==> src/rtl/axi_responder_defs.sv <==
// axi_responder_defs: shared state encoding and channel widths for the AXI SRAM responder
package axi_responder_defs;
  localparam int AXI_LEN_WIDTH  = 8;
  localparam int AXI_DATA_WIDTH = 32;
  typedef enum logic [1:0] {IDLE, WRITE_DATA, WRITE_RESP, READ_DATA} state_e;
endpackage

==> src/rtl/axi_read_skid_buffer.sv <==
// axi_read_skid_buffer: 2-entry FIFO holding SRAM read beats and their last flags
module axi_read_skid_buffer
  import axi_responder_defs::*;
(
  input  logic                      clk,
  input  logic                      reset_n,
  input  logic                      push,
  input  logic [AXI_DATA_WIDTH-1:0] push_data,
  input  logic                      push_last,
  input  logic                      pop,
  output logic                      head_valid,
  output logic [AXI_DATA_WIDTH-1:0] head_data,
  output logic                      head_last,
  output logic [1:0]                occupancy
);
  logic [1:0][AXI_DATA_WIDTH-1:0] data_q, data_d;
  logic [1:0] last_q, last_d, cnt_q, cnt_d;
  logic wr_q, wr_d, rd_q, rd_d;
  // Store the incoming beat at the tail and advance both pointers
  always_comb begin
    data_d = data_q;
    last_d = last_q;
    if (push) begin
      data_d[wr_q] = push_data;
      last_d[wr_q] = push_last;
    end
    wr_d  = wr_q ^ push;
    rd_d  = rd_q ^ pop;
    cnt_d = cnt_q + {1'b0, push} - {1'b0, pop};
  end
  // Storage, pointers and occupancy; reset empties the buffer and zeroes its contents
  always_ff @(posedge clk or negedge reset_n) begin
    if (!reset_n) begin
      data_q <= '0;
      last_q <= '0;
      wr_q   <= 1'b0;
      rd_q   <= 1'b0;
      cnt_q  <= '0;
    end else begin
      data_q <= data_d;
      last_q <= last_d;
      wr_q   <= wr_d;
      rd_q   <= rd_d;
      cnt_q  <= cnt_d;
    end
  end
  assign head_valid = cnt_q != 2'd0;
  assign head_data  = data_q[rd_q];
  assign head_last  = last_q[rd_q];
  assign occupancy  = cnt_q;
endmodule

==> src/rtl/axi_sram_responder.sv <==
// axi_sram_responder: AXI burst slave turning bursts into single-port synchronous SRAM word accesses
module axi_sram_responder
  import axi_responder_defs::*;
#(
  parameter int SRAM_ADDR_WIDTH = 16
) (
  input  logic                       clk,
  input  logic                       reset_n,
  input  logic [31:0]                axi_awaddr,
  input  logic [AXI_LEN_WIDTH-1:0]   axi_awlen,
  input  logic                       axi_awvalid,
  output logic                       axi_awready,
  input  logic [AXI_DATA_WIDTH-1:0]  axi_wdata,
  input  logic                       axi_wlast,
  input  logic                       axi_wvalid,
  output logic                       axi_wready,
  output logic                       axi_bvalid,
  input  logic                       axi_bready,
  input  logic [31:0]                axi_araddr,
  input  logic [AXI_LEN_WIDTH-1:0]   axi_arlen,
  input  logic                       axi_arvalid,
  output logic                       axi_arready,
  output logic                       axi_rvalid,
  input  logic                       axi_rready,
  output logic [AXI_DATA_WIDTH-1:0]  axi_rdata,
  output logic                       axi_rlast,
  output logic [SRAM_ADDR_WIDTH-1:0] sram_addr,
  output logic                       sram_we,
  output logic                       sram_re,
  output logic [AXI_DATA_WIDTH-1:0]  sram_wdata,
  input  logic [AXI_DATA_WIDTH-1:0]  sram_rdata,
  output logic                       protocol_error
);
  localparam int AW = SRAM_ADDR_WIDTH;
  state_e state_q, state_d;
  logic [AW-1:0] addr_q, addr_d;
  logic [AXI_LEN_WIDTH-1:0] len_q, len_d, beat_q, beat_d;
  logic [AXI_LEN_WIDTH:0] issued_q, issued_d;
  logic pend_q, pend_d, pend_last_q, pend_last_d, err_q, err_d;
  logic awready_q, wready_q, bvalid_q;
  logic aw_hs, ar_hs, w_hs, r_hs, issue, buf_last;
  logic [1:0] occ;
  logic unused_addr_bits;
  assign unused_addr_bits = ^{axi_awaddr[31:AW+2], axi_awaddr[1:0], axi_araddr[31:AW+2], axi_araddr[1:0]};
  assign axi_awready = awready_q;
  assign axi_arready = awready_q & ~axi_awvalid;
  assign axi_wready  = wready_q;
  assign axi_bvalid  = bvalid_q;
  assign aw_hs = axi_awready & axi_awvalid;
  assign ar_hs = axi_arready & axi_arvalid;
  assign w_hs  = wready_q & axi_wvalid;
  assign r_hs  = axi_rvalid & axi_rready;
  // A read is issued only while beats remain and the buffer can absorb it, counting a same-cycle pop as freed space
  assign issue = (state_q == READ_DATA) && (issued_q <= {1'b0, len_q}) &&
                 (({1'b0, occ} + {2'b0, pend_q} - {2'b0, r_hs}) < 3'd2);
  assign sram_we        = w_hs;
  assign sram_re        = issue;
  assign sram_addr      = addr_q;
  assign sram_wdata     = w_hs ? axi_wdata : '0;
  assign axi_rlast      = axi_rvalid & buf_last;
  assign protocol_error = err_q;
  // Burst sequencing: address/beat bookkeeping, wlast checking and state transitions
  always_comb begin
    addr_d      = aw_hs ? axi_awaddr[AW+1:2] : ar_hs ? axi_araddr[AW+1:2] :
                  (w_hs || issue) ? addr_q + 1'b1 : addr_q;
    len_d       = aw_hs ? axi_awlen : ar_hs ? axi_arlen : len_q;
    beat_d      = aw_hs ? '0 : w_hs ? beat_q + 1'b1 : beat_q;
    issued_d    = ar_hs ? '0 : issue ? issued_q + 1'b1 : issued_q;
    err_d       = err_q | (w_hs && (axi_wlast != (beat_q == len_q)));
    pend_d      = issue;
    pend_last_d = issued_q == {1'b0, len_q};
    state_d     = state_q;
    case (state_q)
      IDLE:       state_d = aw_hs ? WRITE_DATA : ar_hs ? READ_DATA : IDLE;
      WRITE_DATA: state_d = (w_hs && beat_q == len_q) ? WRITE_RESP : WRITE_DATA;
      WRITE_RESP: state_d = axi_bready ? IDLE : WRITE_RESP;
      READ_DATA:  state_d = (r_hs && buf_last) ? IDLE : READ_DATA;
      default:    state_d = IDLE;
    endcase
  end
  // FSM state, counters and registered channel-ready outputs; reset forces every output low
  always_ff @(posedge clk or negedge reset_n) begin
    if (!reset_n) begin
      state_q     <= IDLE;
      addr_q      <= '0;
      len_q       <= '0;
      beat_q      <= '0;
      issued_q    <= '0;
      pend_q      <= 1'b0;
      pend_last_q <= 1'b0;
      err_q       <= 1'b0;
      awready_q   <= 1'b0;
      wready_q    <= 1'b0;
      bvalid_q    <= 1'b0;
    end else begin
      state_q     <= state_d;
      addr_q      <= addr_d;
      len_q       <= len_d;
      beat_q      <= beat_d;
      issued_q    <= issued_d;
      pend_q      <= pend_d;
      pend_last_q <= pend_last_d;
      err_q       <= err_d;
      awready_q   <= state_d == IDLE;
      wready_q    <= state_d == WRITE_DATA;
      bvalid_q    <= state_d == WRITE_RESP;
    end
  end
  axi_read_skid_buffer u_rbuf (
    .clk        (clk),
    .reset_n    (reset_n),
    .push       (pend_q),
    .push_data  (sram_rdata),
    .push_last  (pend_last_q),
    .pop        (r_hs),
    .head_valid (axi_rvalid),
    .head_data  (axi_rdata),
    .head_last  (buf_last),
    .occupancy  (occ)
  );
endmodule

==> config.mk <==
export PLATFORM = sky130hd
export DESIGN_NAME = axi_sram_responder
export DESIGN_NICKNAME = d
export VERILOG_FILES = /design/src/rtl/axi_responder_defs.sv /design/src/rtl/axi_read_skid_buffer.sv /design/src/rtl/axi_sram_responder.sv
export SDC_FILE = /design/constraint.sdc
export NUM_CORES = 1
export LEC_CHECK = 0
export ABC_CLOCK_PERIOD_IN_PS = 3520
export CORE_UTILIZATION = 46
export CTS_BUF_LIST = sky130_fd_sc_hd__clkbuf_4 sky130_fd_sc_hd__clkbuf_8 sky130_fd_sc_hd__clkbuf_16
export DETAILED_ROUTE_END_ITERATION = 8
export GPL_ROUTABILITY_DRIVEN = 0
export PLACE_DENSITY_LB_ADDON = 0.08
export SYNTH_ARGS = -nofsm -noshare
export SYNTH_HDL_FRONTEND = slang
export SYNTH_HIERARCHICAL = 1
export SYNTH_SLANG_ARGS = --single-unit
==> constraint.sdc <==
create_clock -name clk -period 3.52 [get_ports clk]
set_clock_uncertainty 0.1 [all_clocks]
set_input_delay 0.352 -clock clk [delete_from_list [all_inputs] [get_ports clk]]
set_output_delay 0.352 -clock clk [all_outputs]
set_load 0.005 [all_outputs]
==> results of run 1 <==
-- per-layer routing --
layer / vias up / global-route usage / part of all wire
met5: - / 0 / 0
met4: 0 / 0.0648 / 0.012
met3: 19 / 0.0646 / 0.050
met2: 152 / 0.387 / 0.50
met1: 2607 / 0.279 / 0.44
li1: 2531 / - / -
-- registers in the layout (all words and copies together) (netlist names), 2 cells and up --
name,cells
issued_q,9
u_rbuf/last_q,2
u_rbuf/occupancy,2
sram_addr,16
beat_q,8
len_q,8
u_rbuf/data_q,64
state_q,2
-- worst max path at each step --
stage	from	end	slack [ns]	cells after the start
4_1_cts	u_rbuf/occupancy[1]	sram_re	0.008	10
5_1_grt	u_rbuf/occupancy[0]	sram_re	0.004	10
3_3_place_gp	axi_rready	sram_re	0.12	10
2_1_floorplan	u_rbuf/occupancy[1]	issued_q[6]	0.34	9
3_5_place_dp	axi_rready	sram_re	0.05	10
6_report	u_rbuf/occupancy[0]	sram_re	0.18	10
-- cells in the final DEF, fill, tap and decap left out, types with 4 or more instances in the layout --
master / count
nor3_1: 6
a211oi_1: 5
bufinv_16: 4
a21oi_1: 31
buf_4: 17
dfrtp_1: 118
clkbuf_16: 17
nand4_1: 8
mux2_4: 89
o21ai_0: 33
a221oi_1: 6
nand2_1: 52
ha_1: 14
clkdlybuf4s50_1: 206
or4_1: 4
nand3b_1: 8
xnor2_1: 14
and3_1: 41
nand3_1: 14
nor2_1: 19
o211ai_1: 4
xor2_1: 11
mux2_2: 10
inv_1: 21
clkinvlp_4: 4
-- where the power goes --
part | switching, mW | total [mW] | internal, mW
combinational | 1.32 | 3.61 | 2.29
sequential | 0.477 | 2.43 | 1.95
clock | 0.617 | 1.85 | 1.24
-- cell type report --
cell class	instances	area (um2)	area share
multi-input cells	414	3450	0.359
flip-flops and latches	119	2980	0.310
repair buffers	226	2230	0.232
clock buffers	20	467	0.0486
well taps	184	230	0.0240
clock inverters	12	174	0.0181
inverters	22	82.6	0.00859
-- critical path: stages (launching register included) --
cell	delay [ns]
dfrtp_1	0.38
or2_2	0.33
and2_4	0.18
ha_1	0.31
nor2b_2	0.14
fa_2	0.45
nor4_2	0.14
buf_4	0.16
nand2_2	0.05
inv_1	0.07
dlygate4sd2_1	0.26
-- synthesized netlist by cell type (all sizes together) (3+ instances only) --
cell,n
a211oi,5
a21oi,31
a221oi,6
and2,4
and3,41
and4,4
buf,13
clkbuf,22
dfrtp,119
ha,16
inv,22
mux2,99
nand2,53
nand3,14
nand3b,8
nand4,8
nor2,19
nor2b,3
nor3,6
o211ai,5
o21ai,34
o31ai,3
or3,3
or4,4
xnor2,14
xor2,11
-- logic make-up after synthesis --
logic type / Yosys count
muxes: 100
and+or+nand+nor: 174
xor gates and xnor gates: 26
AOI/OAI and AO/OA: 97
DFF: 119
buffers and inverters: 57
adders and majority gates: 17
-- what timing repair did --
action | 4_1_cts | 5_1_grt
setup buffers | 1 | 2
hold endpoints to repair | 55 | 0
resized for setup | 2 | 3
hold buffers | 1 | 0
pin swaps | 1 | 1
gates cloned | 0 | 0
endpoints found under the setup margin | 1 | 1
==> summary.md, run 1 <==
| Metric | Value |
|---|---|
| Status | finished, final reports clean |
| Nets | 969 |
| WHS | 0.376 ns |
| Initial antenna violation count | 0 |
| Setup Crit Path Kind | flop to output port |
| Die area | 15300 um2 |
| DIE HEIGHT | 124 um |
| Fill cells | 1104 |
| Critical Path AT | 2.89 ns |
| N_diodes | 0 |
| Die Span X | 124 um |
| Core Region | 14500 um2 |
| Post-synth top area share | 0.438 |
| Simple-gate area share of the yosys netlist | 0.136 |
| Number of synthesized flops with an enable pin | 0 |
| Worst Hold Class | flop to flop |
| IO Count | 241 |
| Hold depth | 1 |
| PortBufs | 208 |
| WHS Endpoint | protocol_error |
| Min-delay src | protocol_error |
| Final Max Tran Viols | 0 |
| Total track usage | 0.227 |
| Ys async rst share | 1.00 |
| Clock root buffer | clkbuf_16 |
| Compound-Gate Fraction of Synth Area | 0.0864 |
| TritonCTS Buffers | 17 |
| Clk_lat worst skew | 0.41 ns |
| Cell area power density | 821 nW/um2 |
| Netlist cell types | 53 |
| Main combinational cell family by area after synthesis | multiplexers |
| Setup TNS | 0 ns |
| Synth Area in Adders | 0.0324 |
| ANT nets after route | 0 |
| Syn Nets | 759 |
| Hold Fails Final Rpt | 0 |
| Post-Layout Cell Count | 997 |
| Vias | 5309 |
| Max_slew headroom | 0.480 |
| DR vias/cell | 5.32 |
| Worst slack at placement | 0.0523 ns |
| Final WL | 16.6 mm |
| Worst setup margin | 0.176 ns |
| Clock transition at path regs | 0.05 ns |
| Synth Cell Area | 6790 um2 |
| # setup viols final | 0 |
| RSZ-0062 raised after global routing | false |
| CP Max Fanout | 4 |
| Pre-Repair DR Iteration Count | 4 |
| Yosys reg bits | 119 |
| Seq/Total Area, Yosys | 0.438 |
| Initial core utilization | 0.469 |
| Area Growth Syn to Fin | 41.5% |
| Total power | 7.89 mW |
| Least-Margin Pin Slew | 0.778 ns |
| Grt ovf | 0 |
| Max VDD drop | 0.000451 V |
| Finished Cell Area | 9610 um2 |
| Synth Area per Inst | 11.5 um2 |
| Fin crit share | 0.950 |
| R2R Path End | issued_q[5] |
| Util after Layout | 0.664 |
| Crit path capture type | output port |
| Worst path required time | 3.07 ns |
| Wire per inst | 16.7 um |
| Post-route DRC | 0 |
| Cells after synthesis | 590 |
| Fmax | 0.299 GHz |
| Num Clock Sinks | 119 |
| Post-synthesis xor/xnor area fraction | 0.0357 |
| Post-Place Cell Area | 8930 um2 |
| Tmin final | 3.34 ns |
| R2r setup slk | 0.34 ns |
| Detailed Place HPWL | 12.0 mm |
| Worst reg2reg startpoint | u_rbuf/occupancy[0] |
| First-pass GRT wire length | 26.4 mm |
| Post-synthesis mux area share | 0.215 |
| R2r worst-path depth | 11 |
| CTS H-tree depth | 4 |
| Top cells by area, synth | dfrtp_1, mux2_4, and3_1 |
| Share of layout cells above drive strength 1 | 0.199 |
| Crit start category | flop |
| 1st-iter DRT viols | 296 |
| Top cell type by total area after synthesis | dfrtp_1 |
| Largest net degree at the start of global routing | 65 |
| Warnings from Yosys | 6 |
| Top_reg_cell synth | dfrtp_1 |
| P_leak | 4.32 nW |
| Max capacitance violation total | 0 |
| Vias in the first global route | 5352 |
| Inst Count DP | 961 |
| Row count | 44 |
| CTS tree | built |
| CTS Buffer Depth | 2 |
Power figures use the tool's default switching activity.
==> inputs of run 2 (changes only) <==
--- a/config.mk
+++ b/config.mk
@@ -6,7 +6,10 @@
 export NUM_CORES = 1
 export LEC_CHECK = 0
 export ABC_CLOCK_PERIOD_IN_PS = 3520
-export CORE_UTILIZATION = 46
+export CAP_MARGIN = 5
+export CELL_PAD_IN_SITES_DETAIL_PLACEMENT = 2
+export CELL_PAD_IN_SITES_GLOBAL_PLACEMENT = 2
+export CORE_UTILIZATION = 28
 export CTS_BUF_LIST = sky130_fd_sc_hd__clkbuf_4 sky130_fd_sc_hd__clkbuf_8 sky130_fd_sc_hd__clkbuf_16
 export DETAILED_ROUTE_END_ITERATION = 8
 export GPL_ROUTABILITY_DRIVEN = 0
==> run 2 against run 1 <==
  * The run now ends with hold timing left
  * Sequential power grew 3%
  * Worst hold slack lost 0.41 ns
  * Setup slack lost 0.017 ns
  * Fmax shrank 0.52%
  * Non-clock buffer count grew 3
  * Critical endpoint unchanged
  * Highest routed layer unchanged
==> summary.md, run 2 (synthesis gave the netlist of run 1 again) <==
| Metric | Value |
|---|---|
| Die Span X | 158 um (+28%) |
| Largest net degree at the start of global routing | 70 (+7.7%) |
| N_diodes | 0 (unchanged) |
| Vias | 5488 (+3.4%) |
| P_leak | 4.32 nW (about the same) |
| Fill cells | 2465 (+120%) |
| Fin crit share | 0.955 (+0.00495) |
| Final WL | 22.0 mm (+32%) |
| Worst Hold Class | input pin to asynchronous set/reset pin |
| Top reg by flops | u_rbuf/data_q |
| Wire per inst | 19.4 um (+16%) |
| Sequential power share | 0.312 (+0.004) |
| 1st-iter DRT viols | 150 (-49%) |
| First-pass GRT wire length | 34.5 mm (+31%) |
| Share of layout cells above drive strength 1 | 0.208 (+0.00907) |
| CP Max Fanout | 4 (unchanged) |
| Total power | 8.04 mW (+1.9%) |
| Finished Cell Area | 9800 um2 (+2.0%) |
| # setup viols final | 0 (unchanged) |
| Int Power | 5.36 mW (-2.1%) |
| Crit path capture type | output port |
| Initial core utilization | 0.288 (-0.181) |
| Detailed Place HPWL | 15.9 mm (+32%) |
| CTS Buffer Depth | 2 (unchanged) |
| R2r worst-path depth | 11 (unchanged) |
| Core Region | 23600 um2 (+63%) |
| Switch Pwr | 2.68 mW (+11%) |
| Switching Fraction | 0.333 (+0.0275) |
| Clock root buffer | clkbuf_16 |
| Least-Margin Pin Slew | 0.955 ns (+0.177 ns) |
| Worst path required time | 3.07 ns (about the same) |
| Logic pwr share | 0.468 (+0.011) |
| Status | finished, violations left |
| Violated checks | hold timing |
| Crit start category | flop |
| Power share of the clock group | 0.221 (-0.014) |
| WHS | -0.0345 ns (-0.410 ns) |
| Total track usage | 0.181 (-0.0457) |
| Critical Path AT | 2.91 ns (+0.02 ns) |
| Post-Layout Cell Count | 1135 (+14%) |
| Final Max Tran Viols | 0 (unchanged) |
| Post-Place Cell Area | 9140 um2 (+2.4%) |
| Util after Layout | 0.415 (-0.249) |
| Most common cell after layout, fill and taps aside | clkdlybuf4s50_1 |
| Tmin final | 3.36 ns (+0.0174 ns) |
| Max_slew headroom | 0.363 (-0.116) |
| CP max-delay cell | fa_2 |
| Setup Crit Path Kind | flop to output port |
| Row count | 56 (+27%) |
| Commonest cells after routing, fill and taps aside | clkdlybuf4s50_1, dfrtp_1, mux2_4, nand2_1, and3_1 |
| Max capacitance violation total | 0 (unchanged) |
| PortBufs | 208 (unchanged) |
| Vias in the first global route | 6139 (+15%) |
| Inst Count DP | 1100 (+14%) |
| Num Clock Sinks | 119 (unchanged) |
| CTS tree | built |
| Hold Fails Final Rpt | 34 (+34) |
| Clock transition at path regs | 0.07 ns (+0.02 ns) |
| Post-route DRC | 0 (unchanged) |
| CP cell instances | or2_4 -> and2_4 -> ha_4 -> nor2b_2 -> fa_2 -> nor4_4 -> buf_4 -> nand2_2 -> inv_2 -> clkdlybuf4s15_2 |
| Critical path's largest stage delay | 0.47 ns (+0.02 ns) |
| Area Growth Syn to Fin | 44.3% |
| RSZ-0062 raised after global routing | false |
| Grt ovf | 0 (unchanged) |
| Clk_lat worst skew | 0.42 ns (about the same) |
| DIE HEIGHT | 158 um (+28%) |
| ANT nets after route | 0 (unchanged) |
| Largest register FFs | 64 (unchanged) |
| Cell area power density | 820 nW/um2 (about the same) |
| Max VDD drop | 0.000310 V (-31%) |
| TritonCTS Buffers | 17 (unchanged) |
| Die area | 24900 um2 (+63%) |
| Nets | 972 (+0.31%) |
| DR vias/cell | 4.84 (-9.2%) |
| CTS H-tree depth | 4 (unchanged) |
| Initial antenna violation count | 0 (unchanged) |
| IO Count | 241 (unchanged) |
| Pre-Repair DR Iteration Count | 4 (unchanged) |
| Fmax | 0.297 GHz (-0.52%) |
run 2: cell count changes in the layout (fill, tap and decap cells not counted), moves of 2 or more:
| cell | before | now |
|---|---|---|
| clkbuf_8 | 3 | 0 |
| buf_4 | 17 | 20 |
| bufinv_16 | 4 | 2 |
| inv_6 | 0 | 6 |
| clkinv_2 | 3 | 0 |
run 2: stage by stage:
step	TNS, ns	setup WS (ns)
2_1_floorplan	0	0.342
3_3_place_gp	-0.0935	-0.0713
3_5_place_dp	-0.294	-0.0859
4_1_cts	0	0.0314
5_1_grt	0	0.0715
6_report	0	0.158
run 2: routing by layer:
layer  global-route usage  routed length, um  share of wire
met1                0.213               9030           0.41
met5                    0                  0              0
met3               0.0331                769          0.035
met2                0.335              12000           0.55
met4               0.0467                163         0.0074
run 2: final cells by class:
cell class	instances	area [um2]	share of cell area
Clock buffer	18	433	0.0442
Clock inverter	14	164	0.0167
Inverter	22	82.6	0.00842
Multi-Input combinational cell	414	3480	0.355
Sequential cell	119	2980	0.304
Tap cell	319	399	0.0407
Timing Repair Buffer	229	2260	0.231
run 2: worst paths after layout:
| check | startpoint | to | slack (ns) |
|---|---|---|---|
| max in group asynchronous | reset_n | pend_q | 2.47 |
| min in group clk | protocol_error | protocol_error | 0.38 |
| max reg2reg | u_rbuf/occupancy[0] | issued_q[6] | 0.24 |
| max | u_rbuf/occupancy[0] | sram_re | 0.16 |
| min reg2reg | protocol_error | protocol_error | 0.38 |
| min | reset_n | u_rbuf/data_q[17] | -0.03 |
run 2: worst max-delay path, delay by kind of cell (launching register included):
| kind | cells | cell delay [ns] |
|---|---|---|
| adders and majority gates | 2 | 0.70 |
| buffers and inverters | 3 | 0.46 |
| DFF | 1 | 0.38 |
| and+or+nand+nor | 5 | 0.95 |
run 2: power groups by stage:
stage / sequential [mW] / clock [mW] / combinational (mW)
after floorplan: 2.30 / 0 / 2.35
after global placement: 2.46 / 0 / 3.56
after detailed placement: 2.52 / 0 / 3.69
after CTS: 2.51 / 1.82 / 3.80
after global routing: 2.59 / 1.87 / 4.08
final: 2.51 / 1.77 / 3.76
run 2: repair_timing:
action                                  CTS  global route
pin swaps                                 1             2
resized for setup                         8             4
hold buffers                              0             0
setup buffers                             1             2
endpoints found under the setup margin    5             1
==> inputs of run 3 (changes only) <==
--- a/config.mk
+++ b/config.mk
@@ -18,3 +18,4 @@
 export SYNTH_HDL_FRONTEND = slang
 export SYNTH_HIERARCHICAL = 1
 export SYNTH_SLANG_ARGS = --single-unit
+export TNS_END_PERCENT = 10
==> results of run 3 <==
Final layout, timing and power as in run 2 (identical DEF).
